===== src/rtl/seq_divider_restoring.sv =====
// Sequential unsigned restoring divider: one shift plus trial subtract per RUN cycle.
// A zero divisor completes right away with an all-ones quotient and the dividend as remainder.
module seq_divider_restoring #(
  parameter int unsigned W = 4
) (
  input  logic         clock,
  input  logic         reset,
  input  logic         start,
  input  logic [W-1:0] dividend,
  input  logic [W-1:0] divisor,
  output logic         busy,
  output logic         done,
  output logic [W-1:0] quotient,
  output logic [W-1:0] remainder,
  output logic         div_by_zero
);

  localparam int unsigned CntW = $clog2(W + 1);

  typedef enum logic [1:0] {StIdle, StRun, StDone} state_e;

  state_e          state_q, state_d;
  logic [W-1:0]    a_q, a_d;
  logic [W-1:0]    b_q, b_d;
  logic [W-1:0]    p_q, p_d;
  logic [CntW-1:0] cnt_q, cnt_d;
  logic [W-1:0]    quo_q, quo_d;
  logic [W-1:0]    rem_q, rem_d;
  logic            dbz_q, dbz_d;

  logic [W-1:0]    p_shift;
  logic [W:0]      trial;
  logic            qbit;
  logic [W-1:0]    p_next;
  logic [W-1:0]    a_next;

  // One restoring step: the carry out of P' + ~B + 1 means P' >= B, so the subtract is kept.
  always_comb begin
    p_shift = {p_q[W-2:0], a_q[W-1]};
    trial   = {1'b0, p_shift} + {1'b0, ~b_q} + {{W{1'b0}}, 1'b1};
    qbit    = trial[W];
    p_next  = qbit ? trial[W-1:0] : p_shift;
    a_next  = {a_q[W-2:0], qbit};
  end

  always_comb begin
    state_d = state_q;
    a_d     = a_q;
    b_d     = b_q;
    p_d     = p_q;
    cnt_d   = cnt_q;
    quo_d   = quo_q;
    rem_d   = rem_q;
    dbz_d   = dbz_q;
    unique case (state_q)
      StIdle: begin
        if (start) begin
          if (divisor == '0) begin
            state_d = StDone;
            quo_d   = '1;
            rem_d   = dividend;
            dbz_d   = 1'b1;
          end else begin
            state_d = StRun;
            a_d     = dividend;
            b_d     = divisor;
            p_d     = '0;
            cnt_d   = '0;
          end
        end
      end
      StRun: begin
        a_d   = a_next;
        p_d   = p_next;
        cnt_d = cnt_q + CntW'(1);
        if (cnt_q == CntW'(W - 1)) begin
          state_d = StDone;
          quo_d   = a_next;
          rem_d   = p_next;
          dbz_d   = 1'b0;
        end
      end
      StDone:  state_d = StIdle;
      default: state_d = StIdle;
    endcase
  end

  always_ff @(posedge clock or negedge reset) begin
    if (!reset) begin
      state_q <= StIdle;
      a_q     <= '0;
      b_q     <= '0;
      p_q     <= '0;
      cnt_q   <= '0;
      quo_q   <= '0;
      rem_q   <= '0;
      dbz_q   <= 1'b0;
    end else begin
      state_q <= state_d;
      a_q     <= a_d;
      b_q     <= b_d;
      p_q     <= p_d;
      cnt_q   <= cnt_d;
      quo_q   <= quo_d;
      rem_q   <= rem_d;
      dbz_q   <= dbz_d;
    end
  end

  assign busy        = (state_q != StIdle);
  assign done        = (state_q == StDone);
  assign quotient    = quo_q;
  assign remainder   = rem_q;
  assign div_by_zero = dbz_q;

endmodule


===== config.mk =====
export PLATFORM = sky130hd
export DESIGN_NAME = seq_divider_restoring
export DESIGN_NICKNAME = d
export VERILOG_FILES = /design/src/rtl/seq_divider_restoring.sv
export SDC_FILE = /design/constraint.sdc
export NUM_CORES = 1
export LEC_CHECK = 0
export CORE_MARGIN = 4
export CORE_UTILIZATION = 30
export CTS_BUF_LIST = sky130_fd_sc_hd__clkbuf_2 sky130_fd_sc_hd__clkbuf_4 sky130_fd_sc_hd__clkbuf_8
export DETAILED_ROUTE_END_ITERATION = 6
export PLACE_DENSITY_LB_ADDON = 0.05
export SETUP_SLACK_MARGIN = 0.5
export SYNTH_ARGS = -nofsm -noshare
export SYNTH_HDL_FRONTEND = slang
export SYNTH_SLANG_ARGS = --single-unit

===== constraint.sdc =====
create_clock -name clock -period 3.8 [get_ports clock]
set_input_delay 0.76 -clock clock [delete_from_list [all_inputs] [get_ports clock]]
set_output_delay 0.76 -clock clock [all_outputs]
set_load 0.005 [all_outputs]

==> key figures, run 1 <==
Setup path
  • CP Capture Type: output port
  • Required time worst endpoint: 3.04 ns
  • Crit-path max FO: 6
  • Arrival time at the worst endpoint: between 1.5 and 2 ns
  • Crit start category: flop
  • WS Path Type: flop to output port
  • Crit-path cells: or2_2 > clkdlybuf4s50_1
  • CP max stage delay: 0.46 ns
  • CP max-delay cell: clkdlybuf4s50_1

STA
  • Final Hold Fails: 0
  • Slew headroom: between 70% and 80%
  • FMAX: between 0.4 and 0.5 GHz
  • TNS Setup: 0 ns
  • Final period util: between 60 and 70%
  • Clock skew: 0.00178 ns
  • RSZ-0062 raised after global routing: no
  • Fin crit period: approximately 2.3 ns
  • Final number of setup-violating endpoints: 0
  • Fin. max-slew vios: 0
  • Measured slew at the worst slew-check pin: 0.409 ns

Place
  • PortBufs: 21
  • Dpl cells: about 190
  • Placed cell areas: about 1600 µm²
  • Gpl congestion: ~0.82
  • HPWL after DPL: roughly 2200 µm

Pwr
  • Worst vdd ir: between 0.2 and 0.25 mV
  • Final total power: 1.37 mW
  • LEAKAGE: about 0.7 nW
  • Pwr Density: roughly 860 nW/µm²

Clock network
  • Root buf cell: clkbuf_8
  • Number of gates resized after CTS: 0
  • CTS Hold Bufs: 0
  • Clk Latency, worst-skew pair: about 0.27 ns
  • Max clock buf depth: 2
  • H-tree Lvls: 1
  • CTS sink cnt: 25
  • Post-CTS setup buffers: 0
  • TritonCTS clock tree: built
  • CTS clk-pin slew, worst paths: 0.09 ns
  • CTS buffer count: 3

Drt
  • Detailed Route Iter0 Violations: 19
  • DR WL/cell: 14.9 µm
  • TritonRoute pass-1 iters: 4
  • DRC: 0
  • DR vias: between 900 and 1k
  • Routed wire length: approximately 2900 µm
  • Ratio of routed vias to standard cells: around 5.1
  • Final ANT Viol Nets: 0

Synth
  • Yosys top cell area share: 48.9%
  • Post-synthesis register bit count: 25
  • Synth area leaders: dfrtp_1, ha_1, nand2_1
  • Mapped Area: about 1300 µm²
  • Cell taking the most area after synthesis: dfrtp_1
  • Synth cell types: 38
  • Post-Syn Nets: 140
  • Synth warn: 0
  • Share of the yosys chip area belonging to registers: approximately half
  • Synthesized instance count: roughly 120
  • Avg Cell Area, Syn: roughly 10 µm²

Min path
  • Worst hold path type: flop to flop

Cells and area
  • Final nets: around 170
  • Antenna Cells: 0
  • Layout cell share with drive strength beyond 1: slightly above 10%
  • Final instance area: roughly 1600 µm²
  • Fillers: ~400
  • Area growth, synth to finish: 25.0%
  • Area of the multi-input gates: between 600 and 700 µm²
  • Sequential standard cell area: roughly 630 µm²
  • Non-filler cells, final: just under 200

Floorplan
  • Die extent in x: ~73 µm
  • Starting density of the core: around a third
  • Core area: between 4000 and 5000 µm²
  • Die Y: about 73 µm
  • IO Count: 22
  • Core Rows: 23
  • Die area: 5370 µm²

Global route
  • Wire length of the first global-routing pass: 5140 µm
  • Initial antenna violation count: 0
  • Largest net degree at the start of global routing: 26
  • Vias in the first global route: approximately 1.1k
  • Total gr overflow: 0
  • Total GRT Usage: 12.4%

Outcome
  • Outcome: finished clean

Flow run
  • Max-cap violations: 0
## worst paths after layout
check | startpoint | endpoint | slack, ns | cells past startpoint
worst max-delay path | state_q[0] | busy | 1.52 | 2
worst min-delay path | cnt_q[0] | cnt_q[0] | 0.49 | 1
worst max register to register | a_q[3] | remainder[2] | 1.84 | 8
worst min register to register | cnt_q[0] | cnt_q[0] | 0.49 | 1
max in group asynchronous | reset | remainder[1] | 2.70 | 2
min in group asynchronous | reset | state_q[0] | 0.85 | 2
## layout by cell type, fill, tap and decap left out, types with 2 or more instances in the layout
cell type | synthesis | layout
a2bb2oi_1 | 3 | 3
clkbuf_8 | 0 | 3
a21oi_1 | 7 | 7
ha_1 | 6 | 6
nor2_1 | 4 | 4
nand2_1 | 19 | 19
clkdlybuf4s50_1 | 0 | 21
and4_1 | 2 | 2
o22ai_1 | 2 | 2
nand3_1 | 3 | 3
inv_1 | 8 | 8
a31oi_1 | 5 | 5
o211ai_1 | 2 | 2
o21ai_0 | 7 | 7
o22a_1 | 3 | 3
nor2b_1 | 2 | 2
dfrtp_1 | 25 | 25
buf_4 | 0 | 2
## flip-flops by register name, summed over array words and instances, names as in the netlist
register and flops:
a_q 4, b_q 4, quotient 4, remainder 4, cnt_q 3, p_q 3
state_q 2, div_by_zero 1
## routing by layer
metal	part of all wire (%)	track usage (%)	up-vias
met1	51	17.3	480
li1	-	-	486
met2	44	18.7	20
met5	0	0	-
met4	0.92	4.30	0
met3	5.0	2.87	4
## logic make-up after synthesis
| kind of cell | synth area share (%) |
|---|---|
| xor+xnor | 1.37 |
| flops | 48.9 |
| simple gates | 15.1 |
| buf+inv | 3.72 |
| mux | 2.05 |
| fa+ha+maj | 7.44 |
| compound gates | 21.4 |
## Yosys cell counts, drive strengths merged
cell and number:
xor2 1, ha 6, xnor2 1, a31oi 5
and4 2, o21a 1, dfrtp 25, a221o 1
fa 1, or2 1, a22o 1, a22oi 1
nand2b 1, clkbuf 1, o21ai 7, nor4 1
a2bb2oi 3, a21o 1, inv 9, o22a 3
nand3b 1, o22ai 2, nor2b 2, o41ai 1
mux2 2, buf 2, and3 1, o211ai 2
nor2 5, a21oi 8, nor3b 1, nand2 19
o211a 1, nand3 3
## metrics by stage
stage                     hold slack [ns]  util (%)  setup slack, ns
after detailed placement            0.475      38.3             1.44
after floorplan                     0.446         -             2.08
after global placement              0.472      38.3             1.46
after CTS                           0.487      39.4             1.50
final                               0.485      39.4             1.52
after global routing                0.514      39.4             1.46
## worst max-delay path, delay by kind of cell (launching register included)
kind / cells / cell delay, ns
buf+inv: 1 / 0.46
flops: 1 / 0.45
simple gates: 1 / 0.35
## layout make-up
cell class                 instances  share of cell area [%]
multi-input combinational         85                    37.9
clock buffer                       3                    2.58
clock inverter                     1                   0.313
timing repair buffer              23                    14.1
tap                               50                    3.91
sequential                        25                    39.1
inverter                           9                    2.11
## report_power, final
part / total (mW) / switching (mW) / leakage [nW] / internal [mW]
Sequential: 0.486 / 0.0885 / 0.297 / 0.398
Clock: 0.159 / 0.0852 / 0.0255 / 0.0733
Combinational: 0.728 / 0.371 / 0.383 / 0.357
Total: 1.37 / 0.545 / 0.705 / 0.828
Note: power is estimated with default switching activity, not from simulation.
==> inputs of run 2 (changes only) <==
Clock period 3.8 ns to 2 ns, I/O delays scaled along.
==> key figures, run 2 (synthesis results as in run 1) <==
STA
  • Final period util: between 80% and 90%
  • Measured slew at the worst slew-check pin: 0.431 ns
  • FMAX: a little under 0.6 GHz
  • Fin crit period: ~1.7 ns
  • Clock skew: around 0.0043 ns
  • Slew headroom: around 71%
  • Final number of setup-violating endpoints: 0
  • Fin. max-slew vios: 0
  • TNS Setup: 0 ns
  • RSZ-0062 raised after global routing: yes
  • Final Hold Fails: 0

Place
  • HPWL after DPL: roughly 2300 µm
  • Placed cell areas: about 1600 µm²
  • Gpl congestion: between 0.7 and 0.8
  • PortBufs: 21

Cells and area
  • Final instance area: 1790 µm²
  • Antenna Cells: 0
  • Final nets: roughly 180
  • Area growth, synth to finish: 39.7%
  • Fillers: about 400
  • Most common cell after layout, fill and taps aside: dfrtp_1
  • Sequential standard cell area: 627 µm²
  • Layout cell share with drive strength beyond 1: between 20 and 30%
  • Area of the multi-input gates: 709 µm²
  • Most frequent cells in the layout: dfrtp_1, nand2_1, buf_4, dlygate4sd2_1, inv_1

Setup path
  • Crit start category: flop
  • Critical Path Start: a_q[3]
  • Worst r2r src: a_q[3]
  • Worst r2r path cells: 7
  • WS Path Type: flop to flop
  • FF-to-FF setup slack: 0.28 ns
  • Required time worst endpoint: ~2.2 ns
  • Arrival time at the worst endpoint: between 1.5 and 2 ns
  • Crit-path max FO: 2
  • CP Capture Type: flop

Drt
  • Met1 WL: 1550 µm
  • Ratio of routed vias to standard cells: about 4.9
  • DR vias: roughly 1.0k
  • Detailed Route Iter0 Violations: 35
  • Met3 wire length: approximately 170 µm
  • DR WL met2: ~1500 µm
  • DRC: 0
  • DR WL/cell: ~15 µm
  • Max layer used: met4
  • Routed wire length: approximately 3200 µm
  • TritonRoute pass-1 iters: 4
  • Final ANT Viol Nets: 0

Global route
  • Wire length of the first global-routing pass: 5370 µm
  • Vias in the first global route: 1085
  • Total GRT Usage: 13.0%
  • Total gr overflow: 0
  • Largest net degree at the start of global routing: 26
  • Initial antenna violation count: 0

Clock network
  • CTS sink cnt: 25
  • Max clock buf depth: 2
  • CTS Hold Bufs: 0
  • Clk Latency, worst-skew pair: around 0.27 ns
  • CTS clk-pin slew, worst paths: 0.10 ns
  • CTS buffer count: 3
  • TritonCTS clock tree: built
  • H-tree Lvls: 1
  • Root buf cell: clkbuf_8

Floorplan
  • Die extent in x: 73.3 µm
  • Starting density of the core: between 30% and 40%
  • Die area: ~5400 µm²
  • Core area: between 4000 and 5000 µm²
  • Core Rows: 23
  • Die Y: between 70 and 80 µm
  • IO Count: 22

Outcome
  • Outcome: finished clean

Min path
  • Worst hold path type: input pin to asynchronous set/reset pin

Pwr
  • LEAKAGE: about 0.8 nW
  • Pwr Density: ~1700 nW/µm²
  • Worst vdd ir: 0.561 mV

Flow run
  • Max-cap violations: 0
run 2: cell types whose count changed in the layout (fill, tap and decap cells not counted), sizes merged:
cell,before,now
inv,9,10
clkbuf,3,4
dlygate4sd2,0,13
clkinv,1,0
buf,2,17
clkdlybuf4s50,21,6
run 2: layout make-up:
class	count	share of cell area (%)
sequential	25	35.1
multi-input combinational	85	39.7
timing repair buffer	37	17.0
inverter	9	1.89
clock inverter	1	0.490
clock buffer	3	2.31
tap	50	3.50
run 2: repair_timing:
action,CTS,global route
endpoints found under the setup margin,35,17
setup buffers,8,2
pin swaps,8,0
hold endpoints to repair,0,0
resized for setup,35,9
run 2: worst paths after layout:
check,endpoint
worst min register to register,div_by_zero
worst max register to register,remainder[2]
min in group clock,div_by_zero
worst min-delay path,cnt_q[0]
max in group asynchronous,state_q[1]
worst max-delay path,remainder[2]
run 2: routing by layer:
layer / up-vias / GRT usage, %
li1: 515 / -
met3: 2 / 2.74
met4: 0 / 2.46
met5: - / 0
met1: 497 / 18.1
met2: 21 / 20.8
run 2: stage by stage:
step | hold WS, ns | power [mW] | instances | util [%] | setup slack, ns
after floorplan | 0.104 | 1.84 | 122 | - | 0.489
after global placement | 0.472 | 2.38 | 196 | 39.2 | 0.0362
after detailed placement | 0.476 | 2.41 | 196 | 39.2 | 0.0148
after CTS | 0.485 | 3.00 | 208 | 43.1 | 0.288
after global routing | 0.500 | 3.34 | 210 | 44.0 | 0.203
final | 0.484 | 3.08 | 210 | 44.0 | 0.280
run 2: power by group:
group / internal (mW) / switching [mW] / leakage (nW)
Clock: 0.146 / 0.180 / 0.0261
Combinational: 0.898 / 0.957 / 0.475
Sequential: 0.756 / 0.146 / 0.295
run 2: worst max-delay path, cell delays in order (launching register included):
cell	delay, ns
dfrtp_1	0.42
inv_1	0.07
ha_2	0.18
inv_2	0.04
fa_2	0.37
xor2_1	0.28
a31oi_4	0.13
a2bb2oi_1	0.17
==> inputs of run 3 (changes only) <==
Settings changed: CAP_MARGIN set to 40.
==> results of run 3 <==
No change in the layout: final DEF, timing and power equal those of run 2.
